[src/rtl/commutation_scheduler.sv]
// Commutation scheduler: steps a 3-phase rotation table through a load/ack handshake with per-step dwell and sticky faults.
// Optional ack watchdog is compiled in with SCHED_WATCHDOG_EN.
module commutation_scheduler #(
  parameter int DWELL_W    = 16,
  parameter int WDOG_LIMIT = 64
) (
  input  logic               clk,
  input  logic               rst,
  input  logic               enable,
  input  logic               dir,
  input  logic [DWELL_W-1:0] dwell,
  input  logic               comm_ack,
  input  logic               short_in,
  input  logic               fault_clr,
  output logic [5:0]         desired_load,
  output logic               load_req,
  output logic               start_out,
  output logic [1:0]         step_idx,
  output logic               fault,
  output logic [1:0]         fault_code
);

  typedef enum logic [2:0] {
    S_IDLE, S_ISSUE, S_WAIT_ACK, S_DWELL, S_PARK, S_FAULT
  } state_t;

  localparam logic [1:0] PH_A = 2'b01;
  localparam logic [1:0] PH_B = 2'b10;
  localparam logic [1:0] PH_C = 2'b11;
  localparam logic [DWELL_W-1:0] CNT_ONE = {{(DWELL_W-1){1'b0}}, 1'b1};

  if (WDOG_LIMIT < 1) begin : g_wdog_limit_invalid
    $error("WDOG_LIMIT must be at least 1");
  end

  function automatic logic [5:0] rot_load(input logic [1:0] step);
    case (step)
      2'd1:    rot_load = {PH_B, PH_C, PH_A};
      2'd2:    rot_load = {PH_C, PH_A, PH_B};
      default: rot_load = {PH_A, PH_B, PH_C};
    endcase
  endfunction

  state_t             state_q, state_d;
  logic [1:0]         step_q, step_d;
  logic [DWELL_W-1:0] cnt_q, cnt_d;
  logic [5:0]         desired_q, desired_d;
  logic               load_req_q, load_req_d;
  logic               start_q, start_d;
  logic               fault_q, fault_d;
  logic [1:0]         fault_code_q, fault_code_d;
  logic               wdog_timeout;

`ifdef SCHED_WATCHDOG_EN
  localparam int WDOG_W = $clog2(WDOG_LIMIT + 1);
  logic [WDOG_W-1:0] wdog_q, wdog_d;
`endif

  always_comb begin
    state_d      = state_q;
    step_d       = step_q;
    cnt_d        = cnt_q;
    fault_code_d = fault_code_q;
    wdog_timeout = 1'b0;

`ifdef SCHED_WATCHDOG_EN
    wdog_d = '0;
    if ((state_q == S_WAIT_ACK || state_q == S_PARK) && !comm_ack) begin
      if (wdog_q == WDOG_W'(WDOG_LIMIT - 1)) wdog_timeout = 1'b1;
      else                                   wdog_d = wdog_q + 1'b1;
    end
`endif

    case (state_q)
      S_IDLE:  if (enable) state_d = S_ISSUE;
      S_ISSUE: state_d = S_WAIT_ACK;
      S_WAIT_ACK: begin
        if (comm_ack) begin
          state_d = S_DWELL;
          cnt_d   = (dwell == '0) ? CNT_ONE : dwell;
        end
      end
      S_DWELL: begin
        if (cnt_q <= CNT_ONE) begin
          if (dir) step_d = (step_q == 2'd0) ? 2'd2 : step_q - 2'd1;
          else     step_d = (step_q == 2'd2) ? 2'd0 : step_q + 2'd1;
          state_d = enable ? S_ISSUE : S_PARK;
        end else begin
          cnt_d = cnt_q - CNT_ONE;
        end
      end
      S_PARK: if (comm_ack) state_d = S_IDLE;
      S_FAULT: begin
        if (fault_clr && !short_in) begin
          state_d      = S_IDLE;
          step_d       = 2'd0;
          fault_code_d = 2'b00;
        end
      end
      default: state_d = S_IDLE;
    endcase

    if (wdog_timeout) begin
      state_d         = S_FAULT;
      fault_code_d[1] = 1'b1;
    end

    // A short outranks ack, dwell expiry and fault clear alike.
    if (short_in && state_q != S_IDLE) begin
      state_d         = S_FAULT;
      step_d          = step_q;
      fault_code_d[0] = 1'b1;
    end

`ifndef SCHED_WATCHDOG_EN
    fault_code_d[1] = 1'b0;
`endif

    desired_d  = 6'b000000;
    load_req_d = 1'b0;
    start_d    = 1'b0;
    fault_d    = 1'b0;
    case (state_d)
      S_ISSUE: begin
        desired_d  = rot_load(step_d);
        load_req_d = 1'b1;
        start_d    = 1'b1;
      end
      S_WAIT_ACK: begin
        desired_d  = desired_q;
        load_req_d = 1'b1;
      end
      S_DWELL: desired_d  = desired_q;
      S_PARK:  load_req_d = 1'b1;
      S_FAULT: fault_d    = 1'b1;
      default: ;
    endcase
  end

  always_ff @(posedge clk) begin
    if (!rst) begin
      state_q      <= S_IDLE;
      step_q       <= 2'd0;
      cnt_q        <= '0;
      desired_q    <= 6'b000000;
      load_req_q   <= 1'b0;
      start_q      <= 1'b0;
      fault_q      <= 1'b0;
      fault_code_q <= 2'b00;
`ifdef SCHED_WATCHDOG_EN
      wdog_q       <= '0;
`endif
    end else begin
      state_q      <= state_d;
      step_q       <= step_d;
      cnt_q        <= cnt_d;
      desired_q    <= desired_d;
      load_req_q   <= load_req_d;
      start_q      <= start_d;
      fault_q      <= fault_d;
      fault_code_q <= fault_code_d;
`ifdef SCHED_WATCHDOG_EN
      wdog_q       <= wdog_d;
`endif
    end
  end

  assign desired_load = desired_q;
  assign load_req     = load_req_q;
  assign start_out    = start_q;
  assign step_idx     = step_q;
  assign fault        = fault_q;
  assign fault_code   = fault_code_q;

endmodule

[config.mk]
export PLATFORM = sky130hd
export DESIGN_NAME = commutation_scheduler
export DESIGN_NICKNAME = d
export VERILOG_FILES = /design/src/rtl/commutation_scheduler.sv
export SDC_FILE = /design/constraint.sdc
export NUM_CORES = 1
export LEC_CHECK = 0
export ABC_AREA = 1
export CAP_MARGIN = 15
export CELL_PAD_IN_SITES_DETAIL_PLACEMENT = 1
export CELL_PAD_IN_SITES_GLOBAL_PLACEMENT = 2
export CORE_MARGIN = 3
export CORE_UTILIZATION = 27
export DETAILED_ROUTE_END_ITERATION = 7
export PLACE_DENSITY_LB_ADDON = 0.1
export SLEW_MARGIN = 15
export SYNTH_ARGS = -nofsm -noshare
export SYNTH_HDL_FRONTEND = slang
export SYNTH_SLANG_ARGS = --single-unit
[constraint.sdc]
create_clock -name clk -period 2.3 [get_ports clk]
set_input_delay 0.345 -clock clk [delete_from_list [all_inputs] [get_ports clk]]
set_output_delay 0.345 -clock clk [all_outputs]
set_load 0.01 [all_outputs]
[Word level (Yosys, flattened, before mapping)]
Index checks and enable logic that the tools add are counted.
Cells by class
  add/subtract/negate cells: 3
  multiply operators: 0
  divide/modulo/power cells: 0
  $lt $le $gt $ge: 1
  eq/ne operators: 15
  shift-type cells: 0
  multiplexer cells: 27
  bitwise gates (word level): 0
  reduce and logical (&&, ||, !) cells: 14
Operator list (count)
  $mux W16: 3
  $pmux W16 S2: 1
  $pmux W6 S2: 2
  $mux W3: 7
  $pmux W3 S6: 1
  $le A16 B1 Y1 const B: 1
  $logic_not A16 Y1: 1
  $sub A16 B1 Y16 const B: 1
  $eq A3 B2 Y1 const B: 4
  $eq A3 B3 Y1 const B: 4
  $mux W2: 6
  $eq A3 B1 Y1 const B: 2
  $mux W1: 6
  $reduce_bool A2 Y1: 3
  $eq A2 B2 Y1 const B: 2
  $ne A2 B2 Y1 const B: 2
  $pmux W2 S2: 1
  $logic_not A3 Y1: 1
  $reduce_and A3 Y1: 1
  $reduce_bool A3 Y1: 1
  $reduce_or A3 Y1: 1
  $add A2 B1 Y2 const B: 1
  $eq A2 B1 Y1 const B: 1
  $logic_and A1 B1 Y1: 2
  5 further kinds: 5
Storage, ports and cells
  register bits after elaboration: 31
  bits in latches: 0
  memory bits (writable): 0
  ROM bits: 0
  input port bits: 23
  output and inout port bits: 13
  word-level logic and storage cells: 68
  memories kept: 0

[Logic depth before layout (Yosys ltp)]
Gate-level depths: netlist (run 1).
  depth in word-level cells: 9
  mapped depth: 14
  gate-level depth less buffers: 14

[Worst setup path after synthesis (run 1)]
OpenSTA, ideal clock, no wires.
  kind: register -> register
  start: register cnt_q[0]
  end: register desired_q[2], in the netlist desired_load[2]
  setup time: 70 ps
  arrival time: 1766 ps
  data required time: 2230 ps
  setup slack: 463 ps
  stages on the path, launching flop included: 14
  buffers on the path: 0
  period minus slack after synthesis: 1837 ps
  cell sequence: dfxtp_1 -> inv_1 -> ha_1 -> o21ai_1 -> nor2_2 -> nand2_2 -> nand2_4 -> a21oi_1 -> a21oi_1 -> inv_1 -> ha_1 -> inv_1 -> nand3_1 -> a21oi_1
On the way
  longest elaborated chain between the ends: 7
  elaborated cells between the ends (all ways): 15
  those cells by class: 1 x order compare; 5 x eq/ne; 8 x mux; 1 x reduce/logical
RTL lines
  start: declaration: RTL line 46  | logic [DWELL_W-1:0] cnt_q, cnt_d;
  start signal: assignment: RTL line 156  | cnt_q <= cnt_d;
  $le A16 B1 Y1 (*): RTL line 84  | if (cnt_q <= CNT_ONE) begin
  $mux W2 (*): RTL line 84
  $pmux W2 S2 (*): RTL line 74  | case (state_q)
  $mux W2 (*): RTL line 109  | if (short_in && state_q != S_IDLE) begin
  net step_d[0]: RTL line 45  | logic [1:0] step_q, step_d;
  $eq A2 B2 Y1 / $eq A2 B1 Y1 (equally long branches): RTL line 37  | case (step)
  $pmux W6 S2 (*): RTL line 37
  $pmux W6 S2 (*): RTL line 123  | case (state_d)
  end signal: assignment: RTL line 157  | desired_q <= desired_d;
  end: declaration: RTL line 47  | logic [5:0] desired_q, desired_d;
Mark *: on every way through the listed nets, which the timed path passes. The rest lies on a longest branch.
A chain may end at the register's enable or synchronous reset.

[Worst setup path in the final report (run 1)]
Ends and elaborated chain as after synthesis.

==> results of run 1 <==
stage by stage:
stage / hold WS (ns) / setup WS (ns) / power [µW] / instances
finish: 0.486 / 0.280 / 2120 / 401
global route: 0.531 / 0.0242 / 2360 / 401
CTS: 0.487 / 0.160 / 2150 / 401
detailed placement: 0.466 / 0.0661 / 1850 / 398
global placement: 0.471 / 0.104 / 1850 / 398
floorplan: 0.452 / 0.463 / 1500 / 291
timing repair:
action	4_1_cts	5_1_grt
setup buffers	0	0
hold buffers	0	0
endpoints found under the setup margin	0	2
hold endpoints to repair	0	0
gates resized for setup	0	2
per-layer routing:
metal / routed length [µm] / share of wire / up-vias / GRT usage
met5: 0 / 0 / - / 0
met3: 142 / 0.026 / 2 / 0.0249
met2: 2500 / 0.45 / 23 / 0.244
li1: - / - / 997 / -
met4: 22 / 0.0040 / 0 / 0.0244
met1: 2880 / 0.52 / 878 / 0.221
power breakdown:
part | total (µW) | leakage [µW] | switching (µW) | internal, µW
combinational | 1180 | 0.000822 | 701 | 477
clock | 291 | 0.0000216 | 172 | 118
sequential | 654 | 0.000228 | 78.2 | 576
logic make-up after synthesis:
group,share of synthesized area
AND/OR/NAND/NOR,0.333
AO/OA/AOI/OAI,0.163
buffers and inverters,0.114
flip-flops,0.299
XOR/XNOR,0.0421
adder cells (fa/ha/maj),0.0468
other,0.00200
area by class of cell:
type / count / area share
Clock buffer: 3 / 0.0177
Tap cell: 77 / 0.0412
Sequential cell: 28 / 0.240
Timing Repair Buffer: 41 / 0.168
Multi-Input combinational cell: 215 / 0.473
Inverter: 37 / 0.0600
final timing paths:
kind | to | start | slack (ns)
setup / recovery | desired_load[2]$_SDFFE_PN0N_ | cnt_q[0]$_SDFFE_PN0P_ | 0.28
hold / removal | fault_code[0]$_SDFFE_PN0P_ | fault_code[0]$_SDFFE_PN0P_ | 0.49
setup reg to reg | desired_load[2]$_SDFFE_PN0N_ | cnt_q[0]$_SDFFE_PN0P_ | 0.28
hold reg to reg | fault_code[0]$_SDFFE_PN0P_ | fault_code[0]$_SDFFE_PN0P_ | 0.49
critical path: cells and delay by family, from the launching register on:
family / cells / cell delay [ns]
buf+inv: 3 / 0.23
simple gates: 4 / 0.42
compound gates: 4 / 0.46
flops: 1 / 0.35
fa+ha+maj: 2 / 0.50
cells in the final DEF, fill, tap and decap left out, types with 2 or more instances in the layout:
cell type / synthesis / layout
sky130_fd_sc_hd__a21oi_1: 24 / 24
sky130_fd_sc_hd__a31oi_1: 4 / 4
sky130_fd_sc_hd__buf_4: 4 / 7
sky130_fd_sc_hd__clkbuf_8: 0 / 3
sky130_fd_sc_hd__clkdlybuf4s50_1: 0 / 34
sky130_fd_sc_hd__dfxtp_1: 28 / 28
sky130_fd_sc_hd__ha_1: 7 / 6
sky130_fd_sc_hd__inv_1: 34 / 34
sky130_fd_sc_hd__inv_2: 2 / 2
sky130_fd_sc_hd__nand2_1: 61 / 61
sky130_fd_sc_hd__nand2_2: 3 / 3
sky130_fd_sc_hd__nand2_4: 2 / 2
sky130_fd_sc_hd__nand3_1: 15 / 15
sky130_fd_sc_hd__nand4_1: 3 / 3
sky130_fd_sc_hd__nor2_1: 41 / 41
sky130_fd_sc_hd__nor2_2: 5 / 5
sky130_fd_sc_hd__nor2_4: 2 / 2
sky130_fd_sc_hd__nor3_1: 7 / 6
sky130_fd_sc_hd__o211ai_1: 2 / 2
sky130_fd_sc_hd__o21ai_0: 22 / 22
sky130_fd_sc_hd__xnor2_1: 3 / 3
sky130_fd_sc_hd__xor2_1: 6 / 6
flip-flops by register name, indices dropped and copies added (netlist names):
name	cells
fault	1
fault_code	1
state_q	3
start_out	1
cnt_q	16
desired_load	3
step_idx	2
load_req	1
==> impl_metrics.py, run 1 <==
metrics = {
    "run_status": {
        "status": "finished clean",
    },
    "yosys": {
        "synthMostInstantiatedCell": "sky130_fd_sc_hd__nand2_1",
        "mappedNetlistNets": 321,
        "synth_common_cells": "61 x sky130_fd_sc_hd__nand2_1, 41 x sky130_fd_sc_hd__nor2_1, 34 x sky130_fd_sc_hd__inv_1",
        "postSynth.asyncResetShare": 0,
        "dominantRegCellSynth": "sky130_fd_sc_hd__dfxtp_1",
        "netlist_instances": 291,
        "syn_area_um2": 1870,
        "synth.yosys.seq_area_share": 0.299,
        "netlist-cell-type-count": 32,
        "yosys_register_bits": 28,
        "yosys_warnings": 0,
        "synth-edff-count": 0,
        "main_area_contributors_after_synthesis": "sky130_fd_sc_hd__dfxtp_1 30%, sky130_fd_sc_hd__nand2_1 12%, sky130_fd_sc_hd__nor2_1 8.2%, sky130_fd_sc_hd__inv_1 6.8%, sky130_fd_sc_hd__a21oi_1 6.4%",
        "syn_area_per_cell_um2": 6.44,
        "yosysTopAreaCell": "sky130_fd_sc_hd__dfxtp_1",
        "synth.top_cell.area_share": 0.299,
    },
    "cts": {
        "post_cts_clock_slew_at_the_launch_and_capture_registers_of_the_worst_setup_and_hold_paths_ns": 0.11,
        "clock_path_buffers": 2,
        "clkLatencyLatePin_ns": 0.28,
        "numCtsBuffers": 3,
        "cts_sinks": 28,
        "cts_tree": "done",
        "clock_root_buffer": "sky130_fd_sc_hd__clkbuf_8",
        "cts-htree-levels": 1,
    },
    "setup_path": {
        "critical_path.cell_chain": "inv_1 > ha_2 > o21ai_1 > nor2_2 > nand2_2 > nand2_4 > a21oi_1 > a21oi_1 > inv_1 > ha_1 > inv_1 > nand3_1 > a21oi_1",
        "timing.critical_path.slowest_cell_delay_ns": 0.35,
        "worstSetupPathType": "reg -> reg",
        "reg2reg_depth": 13,
        "critPathCaptureType": "register",
        "timing.critical_path.fanout_max": 4,
        "timing.critical_path.from_type": "register",
        "required_ns": 2.52,
        "worst_path_max_delay_cell": "sky130_fd_sc_hd__dfxtp_1",
        "critPathArrivalTime_ns": 2.24,
    },
    "grt": {
        "first_pass_grt_wire_length_mm": 9.43,
        "maximum_number_of_pins_on_one_net_before_global_route_repair": 22,
        "via_count_of_the_first_global_routing_pass": 1914,
        "grt_usage": 0.153,
        "initial_antenna_violation_count": 0,
        "grt.overflow.total": 0,
    },
    "placement": {
        "dp_hpwl_mm": 4.41,
        "gp_congestion": 0.787,
        "buffer_ports.inserted": 34,
        "placedInstanceArea_um2": 2290,
    },
    "floorplanning": {
        "start_util": 0.287,
        "placementRows": 29,
        "design.core.area_um2": 6530,
        "design.die.area_um2": 7970,
        "top_ports": 36,
        "die_y_um": 89.3,
        "fp.dieW_um": 89.3,
    },
    "run": {
        "cap_viol_max_count": 0,
    },
    "layout": {
        "num-fill-cells": 845,
        "finalNetCount": 356,
        "final_core_utilization": 0.358,
        "antenna-diode-count": 0,
        "area.growth.synth_to_final_pct": 24.8,
        "drive_above_1_share": 0.0895,
        "design_area_um2": 2340,
        "multi_input_area_um2": 1110,
        "seqCellArea_um2": 561,
    },
    "timing": {
        "fmax_mhz": 495,
        "timing_hold_violations_final": 0,
        "count_of_final_setup_violators": 0,
        "final_min_period_over_clock_period": 0.878,
        "timing.setup.tns_ns": 0,
        "finalClockSkew_ns": 0.00738,
        "timing_max_transition_violations_final": 0,
        "grt_setup_unrepaired": "false",
        "shortest_period_the_worst_path_allows_ns": 2.02,
    },
    "hold_path": {
        "hp-class": "reg -> reg",
        "min_path_cells": 2,
    },
    "route": {
        "route.vias.total": 1900,
        "detail_route.vias_per_cell": 4.74,
        "drcViolationCount": 0,
        "detail_route.first_pass.iterations": 4,
        "routed_wirelength_mm": 5.55,
        "drt-initial-drc-count": 46,
        "drt-wirelength-per-cell_um": 13.8,
        "antenna_violating_nets_post_route": 0,
    },
    "pwr": {
        "vdd_drop_max_uv": 257,
        "power_density_nw_per_um2": 908,
        "static-leakage-power_uw": 0.00107,
    },
}
No activity file was read; power rests on OpenSTA's default activity.
==> run 2: changes to the inputs <==
Settings changed: GPL_ROUTABILITY_DRIVEN set to 0.
==> results of run 2 <==
Same layout as run 1: the final DEF is identical, and so are final timing and power.
